--- src/rtl/except_pipe_tracker.sv ---
// except_pipe_tracker: carries an ID-stage exception packet through NUM_STAGES
// stall/flush registers, oldest exception wins, and raises a held trap request at the last stage.
`default_nettype none

module except_pipe_tracker #(
  parameter int NUM_STAGES = 3,
  parameter int XLEN       = 64,
  parameter int CNT_W      = 16
) (
  input  logic                       clk_i,
  input  logic                       rst_ni,
  input  logic                       in_valid_i,
  input  logic [XLEN-1:0]            in_pc_i,
  input  logic                       in_except_i,
  input  logic [XLEN-1:0]            in_cause_i,
  input  logic [XLEN-1:0]            in_tval_i,
  input  logic [NUM_STAGES-1:0]      inj_valid_i,
  input  logic [NUM_STAGES*XLEN-1:0] inj_cause_i,
  input  logic [NUM_STAGES*XLEN-1:0] inj_tval_i,
  input  logic [NUM_STAGES-1:0]      stall_i,
  input  logic [NUM_STAGES-1:0]      flush_i,
  input  logic                       trap_ack_i,
  output logic                       trap_req_o,
  output logic [XLEN-1:0]            trap_epc_o,
  output logic [XLEN-1:0]            trap_cause_o,
  output logic [XLEN-1:0]            trap_tval_o,
  output logic [NUM_STAGES-1:0]      except_happen_o,
  output logic                       kill_younger_o,
  output logic [CNT_W-1:0]           trap_count_o
);

  localparam int       LAST         = NUM_STAGES - 1;
  localparam logic [0:0] ST_IDLE      = 1'b0;
  localparam logic [0:0] ST_TRAP_WAIT = 1'b1;

  logic [0:0]            state_q, state_d;

  logic [NUM_STAGES-1:0] valid_q, valid_d;
  logic [NUM_STAGES-1:0] except_q, except_d;
  logic [XLEN-1:0]       pc_q    [NUM_STAGES];
  logic [XLEN-1:0]       pc_d    [NUM_STAGES];
  logic [XLEN-1:0]       cause_q [NUM_STAGES];
  logic [XLEN-1:0]       cause_d [NUM_STAGES];
  logic [XLEN-1:0]       tval_q  [NUM_STAGES];
  logic [XLEN-1:0]       tval_d  [NUM_STAGES];

  logic [XLEN-1:0]       epc_q, epc_d, tcause_q, tcause_d, ttval_q, ttval_d;
  logic [CNT_W-1:0]      cnt_q, cnt_d;

  logic [NUM_STAGES-1:0] m_valid, m_except, inj_hit;
  logic [XLEN-1:0]       m_pc    [NUM_STAGES];
  logic [XLEN-1:0]       m_cause [NUM_STAGES];
  logic [XLEN-1:0]       m_tval  [NUM_STAGES];
  logic                  capture;

  // An already-excepting record keeps its older exception; injections only land on clean valid records.
  always_comb begin
    for (int k = 0; k < NUM_STAGES; k++) begin
      inj_hit[k]  = valid_q[k] & inj_valid_i[k] & ~except_q[k];
      m_valid[k]  = valid_q[k];
      m_except[k] = except_q[k] | inj_hit[k];
      m_pc[k]     = pc_q[k];
      m_cause[k]  = inj_hit[k] ? inj_cause_i[k*XLEN +: XLEN] : cause_q[k];
      m_tval[k]   = inj_hit[k] ? inj_tval_i[k*XLEN +: XLEN]  : tval_q[k];
    end
  end

  assign capture = (state_q == ST_IDLE) & m_valid[LAST] & m_except[LAST] &
                   ~stall_i[LAST] & ~flush_i[LAST];

  always_ff @(posedge clk_i or negedge rst_ni) begin
    if (!rst_ni) begin
      state_q <= ST_IDLE;
    end else begin
      state_q <= state_d;
    end
  end

  always_comb begin
    state_d = state_q;
    case (state_q)
      ST_IDLE:      if (capture)    state_d = ST_TRAP_WAIT;
      ST_TRAP_WAIT: if (trap_ack_i) state_d = ST_IDLE;
      default:                      state_d = ST_IDLE;
    endcase
  end

  always_comb begin
    trap_req_o      = (state_q == ST_TRAP_WAIT);
    kill_younger_o  = (state_q == ST_TRAP_WAIT);
    except_happen_o = (state_q == ST_IDLE) ? inj_hit : '0;
  end

  // Stage and trap-data next state; defaults hold everything.
  always_comb begin
    valid_d  = valid_q;
    except_d = except_q;
    pc_d     = pc_q;
    cause_d  = cause_q;
    tval_d   = tval_q;
    epc_d    = epc_q;
    tcause_d = tcause_q;
    ttval_d  = ttval_q;
    cnt_d    = cnt_q;

    if (state_q == ST_IDLE) begin
      if (capture) begin
        epc_d          = m_pc[LAST];
        tcause_d       = m_cause[LAST];
        ttval_d        = m_tval[LAST];
        cnt_d          = (cnt_q == {CNT_W{1'b1}}) ? cnt_q : cnt_q + 1'b1;
        valid_d[LAST]  = 1'b0;
        except_d[LAST] = 1'b0;
        pc_d[LAST]     = '0;
        cause_d[LAST]  = '0;
        tval_d[LAST]   = '0;
      end else begin
        for (int k = 0; k < NUM_STAGES; k++) begin
          if (flush_i[k] || (!stall_i[k] && k > 0 && stall_i[(k > 0) ? k-1 : 0])) begin
            valid_d[k]  = 1'b0;
            except_d[k] = 1'b0;
            pc_d[k]     = '0;
            cause_d[k]  = '0;
            tval_d[k]   = '0;
          end else if (!stall_i[k]) begin
            if (k == 0) begin
              valid_d[k]  = in_valid_i;
              except_d[k] = in_except_i & in_valid_i;
              pc_d[k]     = in_pc_i;
              cause_d[k]  = in_except_i ? in_cause_i : '0;
              tval_d[k]   = in_except_i ? in_tval_i  : '0;
            end else begin
              valid_d[k]  = m_valid[k-1];
              except_d[k] = m_except[k-1];
              pc_d[k]     = m_pc[k-1];
              cause_d[k]  = m_cause[k-1];
              tval_d[k]   = m_tval[k-1];
            end
          end
        end
      end
    end else if (trap_ack_i) begin
      valid_d  = '0;
      except_d = '0;
      for (int k = 0; k < NUM_STAGES; k++) begin
        pc_d[k]    = '0;
        cause_d[k] = '0;
        tval_d[k]  = '0;
      end
    end
  end

  always_ff @(posedge clk_i or negedge rst_ni) begin
    if (!rst_ni) begin
      valid_q  <= '0;
      except_q <= '0;
      for (int k = 0; k < NUM_STAGES; k++) begin
        pc_q[k]    <= '0;
        cause_q[k] <= '0;
        tval_q[k]  <= '0;
      end
      epc_q    <= '0;
      tcause_q <= '0;
      ttval_q  <= '0;
      cnt_q    <= '0;
    end else begin
      valid_q  <= valid_d;
      except_q <= except_d;
      pc_q     <= pc_d;
      cause_q  <= cause_d;
      tval_q   <= tval_d;
      epc_q    <= epc_d;
      tcause_q <= tcause_d;
      ttval_q  <= ttval_d;
      cnt_q    <= cnt_d;
    end
  end

  assign trap_epc_o   = epc_q;
  assign trap_cause_o = tcause_q;
  assign trap_tval_o  = ttval_q;
  assign trap_count_o = cnt_q;

endmodule

`default_nettype wire

--- config.mk ---
export PLATFORM = sky130hd
export DESIGN_NAME = except_pipe_tracker
export DESIGN_NICKNAME = d
export VERILOG_FILES = /design/src/rtl/except_pipe_tracker.sv
export SDC_FILE = /design/constraint.sdc
export NUM_CORES = 2
export LEC_CHECK = 0
export ABC_AREA = 1
export CAP_MARGIN = 40
export CORE_AREA = 5 5 313 315
export DETAILED_ROUTE_END_ITERATION = 12
export DIE_AREA = 0 0 318 320
export MAX_ROUTING_LAYER = met4
export REMOVE_ABC_BUFFERS = 1
export SLEW_MARGIN = 20
export SYNTH_ARGS = -nofsm -noshare
export SYNTH_HDL_FRONTEND = slang
export SYNTH_SLANG_ARGS = --single-unit
--- constraint.sdc ---
create_clock -name clk_i -period 5.1 [get_ports clk_i]
set_input_delay 1.02 -clock clk_i [delete_from_list [all_inputs] [get_ports clk_i]]
set_output_delay 1.02 -clock clk_i [all_outputs]
set_load 0.02 [all_outputs]
Word level (Yosys, flattened, before mapping):

Index checks and enable logic that the tools add are counted.

* add/subtract/negate cells: 1
* reduce and logical (&&, ||, !) cells: 11
* equal/unequal tests: 6
* mux-type cells: 59
* bitwise operators: 21

Operator list (count)
* two-way mux 64 bit: 29
* two-way mux 192 bit: 4
* two-way mux 128 bit: 3
* adder 16 x 1 -> 16 bit (second input constant): 1
* equality test 16 bit (second input constant): 1
* two-way mux 1 bit: 16
* two-way mux 3 bit: 4
* bitwise AND 1 bit: 11
* AND reduction 3 bit: 3
* inverter 1 bit: 7
* inequality test 3 x 1 -> 1 bit (second input constant): 2
* two-way mux 2 bit: 2
* inequality test 2 bit (second input constant): 2
* inequality test 4 x 1 -> 1 bit (second input constant): 1
* AND reduction 2 bit: 2
* OR 1 bit: 3
* logical AND 1 bit: 2
* zero test 1 bit: 2
* logical OR 1 bit: 2
* one-hot mux 1 bit (2 select lines): 1

* output and inout port bits: 213
* word-level logic and storage cells: 118
* register bits: 791

Longest topological paths before layout:

* word-level depth: 8
* depth in mapped cells: 11
* depth with buffers taken out: 9

Worst setup path after synthesis:

Ideal clock, no wire load.

* path type: in2out
* start point: input port inj_valid_i[2]
* end point: output port except_happen_o[2]
* arrival: 1.881 ns
* stages: 4
* setup slack: 2.199 ns
* path buffers: 2
* path through: nand3_1 -> clkbuf_1 -> clkbuf_1 -> nor2_1

* word-level cells in the longest chain between the ends: 3

RTL lines
* from (decl): RTL line 17 `input logic [NUM_STAGES-1:0] inj_valid_i,`
* bitwise AND 1 bit (2 in series): RTL line 59 `inj_hit[k] = valid_q[k] & inj_valid_i[k] & ~except_q[k];`
* two-way mux 3 bit: RTL line 91 `except_happen_o = (state_q == ST_IDLE) ? inj_hit : '0;`
* to (decl): RTL line 27 `output logic [NUM_STAGES-1:0] except_happen_o,`

No other way between the ends.

Worst setup path in the final report:

* start point: input port inj_valid_i[0]
* end point: output port except_happen_o[0]

Same word-level chain as after synthesis.

==> impl_metrics.py <==
metrics = {
    "floorplan": {
        "die-height_um": 320,
        "coreArea_mm2": 0.0946,
        "floorplan.initialDensity": 0.397,
        "io_pins": 803,
        "fp.dieW_um": 318,
        "die_area_mm2": 0.102,
        "std_cell_rows": 113,
    },
    "place": {
        "port_buffers": 802,
        "placed_cells": 6251,
        "hpwlAfterDp_um": 88900,
        "gp_congestion": 0.844,
    },
    "cells_and_area": {
        "final.fill_count": 9001,
        "nets": 5671,
        "final_util": 0.524,
        "layoutNonFillerInstCount": 6460,
        "area_delta_synth_final_pct": 31.8,
        "layout-drive-gt1-share": 0.164,
    },
    "critical_path": {
        "critical_path_class": "in -> out",
        "cp_top_family": "buffers and inverters",
        "rr_startpoint": "kill_younger_o$_DFF_PN0_",
        "cpMostUsedCell": "clkdlybuf4s50_1",
        "cp_slowest_stage_delay_ns": 0.63,
        "cp_data_required_time_ns": 4.08,
        "critPathSlowestCell": "clkdlybuf4s50_1",
        "cp_num_buf_inv": 3,
        "critPathLaunch": "inj_valid_i[0]",
        "path_cells": "clkdlybuf4s50_1 > nand2_1 > inv_1 > nand2_4 > nor2_1 > clkdlybuf4s50_1",
        "cp.arrival_ns": 2.50,
        "setup.worst_path.start_class": "primary input",
        "critical_path.max_fanout": 3,
        "critPathCaptureType": "output port",
    },
    "timing": {
        "finClkSkew_ns": 0.0184,
        "rsz0062_at_grt": "false",
        "maxSlewHeadroom": 0.304,
        "timing.final.max_slew_violations": 0,
        "setup_tns_final_ns": 0,
        "min_period_over_period": 0.691,
        "timing.final.hold_violations": 0,
        "fmax_mhz": 284,
        "setup_violations": 0,
        "post-route-min-period_ns": 3.52,
        "worstMarginPinSlew_ns": 1.04,
    },
    "logic_synthesis": {
        "syn_avg_cell_area_um2": 8.45,
        "postSynthRegisterBits": 791,
        "seq_area_frac_synth": 0.527,
        "post_synth_instance_area_mm2": 0.0376,
        "synth-warning-count": 0,
        "postSynthCellCount": 4448,
        "synth_area_leader_cell": "dfrtp_1",
        "synthDominantCellAreaShare": 0.527,
        "ys_top_cells_by_area": "dfrtp_1, nand2_1, o21ai_0",
        "yosys.cell_types.count": 28,
    },
    "pwr": {
        "vdd_ir_drop_max_uv": 240,
        "p_int_mw": 11.2,
        "p_switching_mw": 3.71,
        "clkPwrFrac": 0.441,
        "switching_share": 0.249,
        "power.share.sequential": 0.447,
        "combinationalPowerShare": 0.112,
        "p_leak_nw": 21.4,
        "power_density_over_the_cells_mw_per_mm2": 301,
    },
    "clocking": {
        "cts_tree": "done",
        "htreeDepth": 3,
        "buffer_levels_on_the_longest_clock_path": 3,
        "clock_latency_ns": 0.66,
        "post_cts.repair.setup_buffers": 0,
        "cts-resized-gates": 0,
        "clkSinkCount": 791,
        "cts-root-buf": "clkbuf_16",
        "ctsHoldBuffers": 0,
        "worst_setup_hold_path_clk_slew_ns": 0.06,
        "cts_made_buffers": 92,
    },
    "run_status": {
        "status": "finished, final reports clean",
    },
    "route": {
        "drt-total-wl_um": 134000,
        "drtPass1Iterations": 5,
        "wl_per_cell_um": 20.7,
        "first_iteration_detailed_routing_drc_count": 2438,
        "detailroute.via_count": 32300,
        "drt_drc_violations_left": 0,
        "vias_per_std_cell": 5.01,
        "antenna_left": 0,
    },
    "global_routing": {
        "grt_max_degree": 176,
        "grt_use_total": 0.264,
        "grt_remaining_overflow": 0,
        "grt_antenna_before_repair": 51,
        "grt_first_pass_wirelength_um": 203000,
        "vias_in_the_first_global_route": 32000,
    },
    "job": {
        "max-cap-violations": 0,
    },
    "hold_path": {
        "min_path_type": "in -> async",
    },
}
## cell usage after synthesis (all sizes together)
master,instances
o21ai,1044
nand4,69
xnor2,3
ha,1
nand2,1297
xor2,2
buf,141
nand3,142
dfrtp,791
clkbuf,193
a21oi,3
inv,281
nor3b,1
nand3b,3
nor2,220
or2,257
## cell type report
type                            count  area, um^2  area share
Antenna cell                       49         123     0.00248
Clock buffer                      143        2810      0.0566
Clock inverter                     17         200     0.00404
Inverter                          281        1070      0.0216
Multi-Input combinational cell   3042       15000       0.303
Sequential cell                   791       19800       0.400
Tap cell                         1265        1580      0.0320
Timing Repair Buffer              872        8950       0.181
## worst reg2reg max path, delay by kind of cell (launching register included)
| family | cells | cell delay [ns] |
|---|---|---|
| and+or+nand+nor | 3 | 1.38 |
| buffers and inverters | 2 | 0.88 |
| DFF | 1 | 0.53 |
| AOI/OAI and AO/OA | 1 | 0.07 |
## cell usage in the layout (no fill, tap or decap), types with 7 or more instances in the layout
cell type           n
diode_2            49
clkbuf_16          93
or2_2             256
nor2_1            216
nand3_1           139
nand2_2           180
buf_4              40
clkbuf_8           29
clkdlybuf4s50_1   801
buf_12             28
nand2_1          1115
clkbuf_1           21
nand4_1            69
clkinv_2            7
o21ai_2           180
o21ai_1           217
dfrtp_1           791
o21ai_0           646
inv_1             277
## metrics by stage
| stage | total power, mW | cell area [um^2] | hold slack (ns) | setup slack (ns) |
|---|---|---|---|---|
| floorplan | 7.49 | 35800 | 0.446 | -5.86 |
| global placement | 8.43 | 46300 | 0.458 | 1.15 |
| detailed placement | 8.46 | 46400 | 0.466 | 1.19 |
| CTS | 15.1 | 49400 | 0.441 | 1.58 |
| global route | 15.5 | 49500 | 0.491 | 1.49 |
| finish | 14.9 | 49500 | 0.449 | 1.58 |
## registers in the layout, indices dropped and copies added (netlist names)
| signal | cells |
|---|---|
| except_q | 3 |
| kill_younger_o | 1 |
| trap_count_o | 16 |
| trap_epc_o | 64 |
| cause_q | 192 |
| trap_tval_o | 64 |
| m_valid | 3 |
| m_pc | 192 |
| tval_q | 192 |
| trap_cause_o | 64 |
## metal layers
layer  up-vias  track usage  share of wire
met5         -            -              0
met4         0        0.117          0.039
met3       215       0.0516          0.064
met2       993        0.433           0.50
met1     15500        0.319           0.40
li1      15600            -              -
## power by group through the flow
stage,sequential (mW),combinational (mW),clock (mW)
after global placement,6.77,1.66,0
after detailed placement,6.77,1.68,0
final,6.67,1.66,6.58
after floorplan,6.76,0.724,0
after global routing,6.69,1.83,7.01
after CTS,6.67,1.69,6.73
## path summary, 6_finish.rpt
check                      slack, ns                           end  cells after the start
max reg2reg                     2.11       tval_q[161]$_DFFE_PN0P_                      6
min reg2reg                     0.47       cause_q[57]$_DFFE_PN0P_                      2
max                             1.58            except_happen_o[0]                      6
min                             0.45       cause_q[70]$_DFFE_PN0P_                      1
max in group asynchronous       3.49  trap_cause_o[60]$_DFFE_PN0P_                      2
min in group clk_i              0.47       cause_q[57]$_DFFE_PN0P_                      2
## kinds of logic after synthesis
kind of cell | synth area share
DFF | 0.527
AOI/OAI and AO/OA | 0.157
adders and majority gates | 0.000333
buffers and inverters | 0.0759
xor gates and xnor gates | 0.00117
and+or+nand+nor | 0.238
No activity file was read; power rests on OpenSTA's default activity.
